### config.mk
export PLATFORM = sky130hd
export DESIGN_NAME = branch_ctrl
export DESIGN_NICKNAME = d
export VERILOG_FILES = /design/src/rtl/branch_ctrl.sv
export SDC_FILE = /design/constraint.sdc
export NUM_CORES = 1
export LEC_CHECK = 0
export BUFFER_PORTS_ARGS = -buffer_cell sky130_fd_sc_hd__buf_4
export CAP_MARGIN = 20
export CELL_PAD_IN_SITES_DETAIL_PLACEMENT = 0
export CELL_PAD_IN_SITES_GLOBAL_PLACEMENT = 2
export CORE_MARGIN = 2
export CORE_UTILIZATION = 30
export DETAILED_ROUTE_END_ITERATION = 6
export GPL_TIMING_DRIVEN = 1
export PLACE_DENSITY_LB_ADDON = 0.1
export SYNTH_ARGS = -nofsm -noshare
export SYNTH_HDL_FRONTEND = slang
export SYNTH_SLANG_ARGS = --single-unit
### constraint.sdc
create_clock -name clk -period 2.2 [get_ports clk]
set_input_delay 0 -clock clk [delete_from_list [all_inputs] [get_ports clk]]
set_output_delay 0 -clock clk [all_outputs]
set_load 0.02 [all_outputs]
### src/rtl/branch_ctrl.sv
// branch_ctrl: four-state conditional branch sequencer.
// Captures a branch request (condition, flags, displacement, pc) in IDLE,
// evaluates the condition in EVAL, forms the taken target in CALC and
// presents the result with single-cycle strobes in COMMIT.
// Not-taken branches skip CALC, so they commit one cycle earlier.
module branch_ctrl #(
  parameter bit LINK_EN = 1'b0
) (
  input  logic       clk,
  input  logic       rst_n,
  input  logic       start,
  input  logic       flush,
  input  logic [1:0] cond,
  input  logic [5:0] offset,
  input  logic [7:0] pc_in,
  input  logic       zero,
  input  logic       neg,
  output logic       busy,
  output logic [7:0] pc_out,
  output logic       pc_we,
  output logic       taken,
  output logic       done,
  output logic [7:0] link_out,
  output logic       link_we
);

  typedef enum logic [1:0] {
    IDLE   = 2'd0,
    EVAL   = 2'd1,
    CALC   = 2'd2,
    COMMIT = 2'd3
  } state_t;

  state_t state;
  state_t next_state;

  // Request snapshot, frozen for the whole branch so later flag or input
  // changes cannot disturb the branch in flight.
  logic [5:0] off_r;
  logic [1:0] cond_r;
  logic [7:0] pc_r;
  logic       zero_r;
  logic       neg_r;
  logic       taken_r;

  logic [7:0] pc_out_r;
  logic [7:0] link_out_r;

  logic       cond_true;
  logic [7:0] pc_inc;
  logic [7:0] target_taken;
  logic       capture;
  logic       load_nt;
  logic       load_t;
  logic       commit;

  // Condition decode from the captured condition code and flags.
  always_comb begin
    cond_true = 1'b0;
    case (cond_r)
      2'b00:   cond_true = 1'b1;
      2'b01:   cond_true = zero_r;
      2'b10:   cond_true = neg_r;
      2'b11:   cond_true = 1'b0;
      default: cond_true = 1'b0;
    endcase
  end

  // Fall-through address and sign-extended taken target, both modulo 256.
  always_comb begin
    pc_inc       = pc_r + 8'd1;
    target_taken = pc_inc + {{2{off_r[5]}}, off_r};
  end

  // Next-state and load-enable decode; flush overrides every state and
  // therefore also blocks any load or commit strobe in the same cycle.
  always_comb begin
    next_state = state;
    capture    = 1'b0;
    load_nt    = 1'b0;
    load_t     = 1'b0;
    commit     = 1'b0;
    if (flush) begin
      next_state = IDLE;
    end else begin
      case (state)
        IDLE: begin
          if (start) begin
            capture    = 1'b1;
            next_state = EVAL;
          end else begin
            next_state = IDLE;
          end
        end
        EVAL: begin
          if (cond_true) begin
            next_state = CALC;
          end else begin
            load_nt    = 1'b1;
            next_state = COMMIT;
          end
        end
        CALC: begin
          load_t     = 1'b1;
          next_state = COMMIT;
        end
        COMMIT: begin
          commit     = 1'b1;
          next_state = IDLE;
        end
        default: begin
          next_state = IDLE;
        end
      endcase
    end
  end

  // State register.
  always_ff @(posedge clk or negedge rst_n) begin
    if (!rst_n) begin
      state <= IDLE;
    end else begin
      state <= next_state;
    end
  end

  // Request capture at acceptance time.
  always_ff @(posedge clk or negedge rst_n) begin
    if (!rst_n) begin
      off_r  <= 6'd0;
      cond_r <= 2'd0;
      pc_r   <= 8'd0;
      zero_r <= 1'b0;
      neg_r  <= 1'b0;
    end else if (capture) begin
      off_r  <= offset;
      cond_r <= cond;
      pc_r   <= pc_in;
      zero_r <= zero;
      neg_r  <= neg;
    end
  end

  // Condition result, cleared on a new request and set during EVAL.
  always_ff @(posedge clk or negedge rst_n) begin
    if (!rst_n) begin
      taken_r <= 1'b0;
    end else if (capture) begin
      taken_r <= 1'b0;
    end else if (state == EVAL && !flush) begin
      taken_r <= cond_true;
    end
  end

  // Program-counter output register: loaded on the way into COMMIT and held
  // otherwise, so it keeps the last committed target between branches.
  always_ff @(posedge clk or negedge rst_n) begin
    if (!rst_n) begin
      pc_out_r <= 8'h00;
    end else if (load_nt) begin
      pc_out_r <= pc_inc;
    end else if (load_t) begin
      pc_out_r <= target_taken;
    end
  end

  // Return-address register: only a taken branch with linking enabled
  // updates it; the load happens in CALC so it is stable during COMMIT.
  always_ff @(posedge clk or negedge rst_n) begin
    if (!rst_n) begin
      link_out_r <= 8'h00;
    end else if (LINK_EN && load_t) begin
      link_out_r <= pc_inc;
    end
  end

  // Output decode: strobes are gated by flush through the commit term.
  always_comb begin
    busy     = (state != IDLE);
    pc_out   = pc_out_r;
    link_out = link_out_r;
    pc_we    = commit;
    done     = commit;
    taken    = commit & taken_r;
    link_we  = LINK_EN ? (commit & taken_r) : 1'b0;
  end

endmodule

Word level (Yosys, flattened, before mapping)
Cells that the tools add are included.
{ "totals": {"regBits": 29, "out_inout_bits": 21, "input_bits": 22, "wordCells": 43} }
{ "op_classes": {"eq_ne": 6, "muxes": 19, "n_reduce_logical": 7, "n_addsub": 2, "n_bitwise": 1} }
{ "op_table": {"columns": ["cell", "n"], "rows": [
  ["2-to-1 mux 8 bit", 2],
  ["2-to-1 mux 1 bit", 14],
  ["adder 8 x 1 -> 8 bit, second input constant", 1],
  ["adder 8 bit", 1],
  ["== test 2 bit, second input constant", 4],
  ["one-hot mux 2 bit (4 select lines)", 1],
  ["nonzero test 2 bit", 3],
  ["== test 2 x 1 -> 1 bit, second input constant", 2],
  ["zero test 2 bit", 2],
  ["one-hot mux 1 bit (4 select lines)", 1],
  ["2-to-1 mux 2 bit", 1],
  ["AND 1 bit", 1],
  ["logical AND 1 bit", 1],
  ["zero test 1 bit", 1]
]} }

Logic depth before layout (Yosys ltp)
{ "logic_depth": {"word_depth": 6, "mapped_depth": 10, "depth_no_buf": 10} }

Worst setup path after synthesis
OpenSTA, ideal clock, no wires.
{ "synth_timing": {"kind": "register to register", "from": "register pc_r[0]", "to": "register pc_out_r[7], in the netlist pc_out[7]", "required_ps": 2073, "slack_ps": -65, "arrival_ps": 2139, "setup_time_ps": 127, "synth_period_minus_slack_ps": 2265, "path_stages_with_launch": 11, "n_path_buf": 0, "cell_sequence": "dfrtp_1 -> ha_1 -> nand3_1 -> nor2_1 -> xor2_1 -> ha_1 -> a21o_1 -> a22o_2 -> nor4_1 -> xnor2_1 -> o21ai_1"} }
{ "synth_between": {"elab_chain_cells": 4} }
{ "synth_lines": {"columns": ["item", "line", "rtl"], "rows": [
  ["start, declared", "41", "logic [7:0] pc_r;"],
  ["start signal, assigned", "138", "pc_r <= pc_in;"],
  ["adder 8 x 1 -> 8 bit *", "71", "pc_inc = pc_r + 8'd1;"],
  ["adder 8 bit", "72", "target_taken = pc_inc + {{2{off_r[5]}}, off_r};"],
  ["2-to-1 mux 8 bit", "162", "end else if (load_t) begin"],
  ["2-to-1 mux 8 bit *", "160", "end else if (load_nt) begin"],
  ["end signal, assigned", "161", "pc_out_r <= pc_inc;"],
  ["end signal, assigned", "163", "pc_out_r <= target_taken;"],
  ["end, declared", "46", "logic [7:0] pc_out_r;"]
]} }
Every way passes the cells marked *; elsewhere a longest branch is shown, timed or not. The select of a mux whose other input is x is not followed.
A chain may end at the register's enable or synchronous reset.

Worst setup path after layout
{ "layout_timing": {"from": "register pc_r[1]", "to": "register pc_out_r[7], in the netlist pc_out[7]"} }
The elaborated chain is that of the path after synthesis.

==> metrics.csv <==
stage,metric,value,unit
run_status,status,finished with violations,
run_status,failing checks,negative setup slack,
synthesis,Yosys cell types,39,
sta,Tcrit/Tclk final,103,%
sta,Setup-failing EPs final,1,
synthesis,Synth top area share,41.1,%
detailed_routing,drt pass-1 iters,3,
detailed_routing,DRC Markers,0,
finish,fill count,547,
cts,cts bufs inserted,5,
cts,CTS tree,built,
synthesis,Mapped Cells,166,
floorplanning,Die Width,80.7,µm
sta,"Worst Setup Slack, final",-0.0696,ns
detailed_routing,via count,1385,
detailed_routing,final WL,3.99,mm
floorplanning,Die ar.,6520,µm²
synthesis,mux cell area share after synthesis,11.5,%
critical_path,Reg2Reg Depth,10,
cts,root cell of the clock tree,clkbuf_8,
synthesis,Post-Syn Area,1770,µm²
critical_path,Reg-to-Reg End,pc_out[7]$_DFFE_PN0P_,
finish,area of the multi-input gates,1170,µm²
pwr,PD cells,1780,nW/µm²
critical_path,crit path DAT,2.42,ns
pwr,Leakage,1.20,nW
cts,Clock transition at path regs,0.06,ns
sta,min Tclk post-route,2.27,ns
synthesis,most common flop cell mapped by yosys,dfrtp_1,
synthesis,Post-synth EDFFs,0,
sta,highest clock rate,441,MHz
synthesis,synth top area cells,"dfrtp_1 41%, mux2_2 11%, ha_1 9.9%",
cts,worst skew pair latency,0.28,ns
finish,Final Core Density,48.4,%
flow_run,max cap viols,0,
finish,Syn-to-layout area delta,53.6,%
grt,antenna violations before repair,0,
worst_hold_path,worst min-delay path class,input pin to flop,
place,IO buf count,33,
detailed_routing,post-route ant nets,0,
cts,clock sinks,29,
pwr,worst IR drop on VDD,0.832,mV
grt,vias in the first global route,1356,
critical_path,worst setup path start,pc_r[1]$_DFFE_PN0P_,
worst_hold_path,Worst Hold End,state[0]$_DFF_PN0_,
grt,gr usage total,12.8,%
grt,GRT overflow,0,
synthesis,register area share after synthesis,41.1,%
floorplanning,FP Rows,27,
synthesis,Adder-Cell Fraction of Synth Area,11.0,%
critical_path,Setup crit end kind,flop,
finish,"Cell Count, Final, Fillers Out",312,
place,pre-CTS WS,-0.132,ns
synthesis,fraction of registers with async set/reset,100,%
sta,Final TNS setup,-0.0696,ns
synthesis,Synth Register Bits,29,
worst_hold_path,hold_sp,start,
grt,global-route wire length before repair,6.33,mm
sta,max-slew violation count,0,
synthesis,synthesized area per cell,10.6,µm²
finish,most frequent cells in the layout,"51 x buf_4, 28 x dfrtp_1, 20 x dlygate4sd3_1",
sta,count of final hold-check violations,0,
worst_hold_path,WHS Path Cells,3,
detailed_routing,DRC violation total after the first TritonRoute iteration,14,
sta,RSZ-0062 raised after global routing,yes,
finish,share of cells above drive strength 1,45.4,%
critical_path,WP data required,2.35,ns
place,DP HPWL,2.92,mm
finish,Storage cell area,727,µm²
finish,# diodes,0,
synthesis,largest family of logic cells by synthesized area,compound AO/OA/AOI/OAI gates,
floorplanning,Die Y,80.7,µm
place,RD Place Congestion,0.810,
detailed_routing,Vias per Instance,4.44,
synthesis,xor/xnor share of the synthesized area,5.45,%
synthesis,yosys warns,8,
synthesis,post-synthesis compound-gate area fraction,13.2,%
floorplanning,IO Pins,43,
finish,"commonest non-fill, non-tap cell in the layout",buf_4,
floorplanning,Initial Utilization,31.5,%
critical_path,critical setup path kind,flop to flop,
floorplanning,Core ar.,5610,µm²
critical_path,Worst setup SP type,flop,
sta,Setup Skew,0.00748,ns
synthesis,simple-gate share of the synthesized area,9.92,%
grt,largest net degree at the start of global routing,30,
pwr,total power,4.84,mW
cts,H-Tree Depth,2,
cts,clock buffer depth,2,
critical_path,"Max FO, Critical Path",3,
critical_path,flop-to-flop setup slack,-0.07,ns
detailed_routing,routed len/inst,12.8,µm
synthesis,dominant cell type by area after synthesis,dfrtp_1,
place,DP Cell Count,282,
critical_path,Reg2Reg Launch Point,pc_r[1]$_DFFE_PN0P_,
finish,nets,277,
-- how the worst max path moves through the flow --
stage                                 end  slack, ns
floorplan           pc_out[7]$_DFFE_PN0P_      0.003
global placement    pc_out[4]$_DFFE_PN0P_      -0.05
detailed placement  pc_out[7]$_DFFE_PN0P_      -0.13
CTS                 pc_out[7]$_DFFE_PN0P_      -0.08
global route        pc_out[7]$_DFFE_PN0P_      -0.20
finish              pc_out[7]$_DFFE_PN0P_      -0.07
-- report_power, final --
group / internal, mW / leakage [nW] / switching (mW)
logic: 1.83 / 0.816 / 1.48
clock network: 0.247 / 0.0443 / 0.185
registers: 0.805 / 0.341 / 0.290
-- kinds of logic after synthesis --
kind of cell / count (synthesis)
buffers and inverters: 22
other: 1
DFF: 29
AOI/OAI and AO/OA: 33
and+or+nand+nor: 37
adders and majority gates: 15
muxes: 18
xor gates and xnor gates: 11
-- routing by layer --
metal  GRT usage (%)  vias up  part of all wire [%]
met5               0        -                     0
met4            4.07        0                   1.1
met3            3.67        4                   4.5
met2            21.4       34                    50
met1            16.1      641                    44
li1                -      706                     -
-- worst max-delay path: stages (launching register included) --
cell,delay [ns]
dfrtp_1,0.42
ha_4,0.20
nand3_4,0.12
nor2_4,0.05
xor2_2,0.17
ha_1,0.34
a21o_1,0.17
a22o_2,0.23
nor4_4,0.22
xnor2_1,0.15
o21ai_1,0.07
-- timing repair --
action,4_1_cts,5_1_grt
gates resized for setup,7,27
setup buffers,1,2
hold endpoints to repair,49,0
endpoints found under the setup margin,4,4
pin swaps,3,11
hold buffers,20,0
-- sequential cells by signal, indices dropped and copies added, names as in the netlist --
name	flops
state	2
neg_r	1
pc_r	8
zero_r	1
pc_out	8
taken_r	1
cond_r	2
off_r	6
-- cell usage after synthesis (all sizes together), types with 2 or more instances --
cell type / n
dfrtp: 29
o22a: 4
nand2: 6
xor2: 4
o21ai: 7
nor3: 2
a211oi: 6
inv: 7
xnor2: 7
buf: 14
nor2b: 3
nand3: 3
ha: 14
mux2: 18
a21o: 4
a21oi: 6
nor2: 16
-- stage by stage --
stage | instance area [µm²] | hold slack, ns
floorplan | 1810 | -0.296
global placement | 2180 | -0.0534
detailed placement | 2180 | -0.0513
CTS | 2520 | 0.0111
global route | 2710 | 0.0318
finish | 2710 | 0.0322
-- cell type report --
class                      instances  area share (%)
inverter                           7           0.968
tap                               72            3.32
multi-input combinational        123            43.0
clock buffer                       7            3.18
sequential                        29            26.8
timing repair buffer              74            22.7
Power figures use the tool's default switching activity.
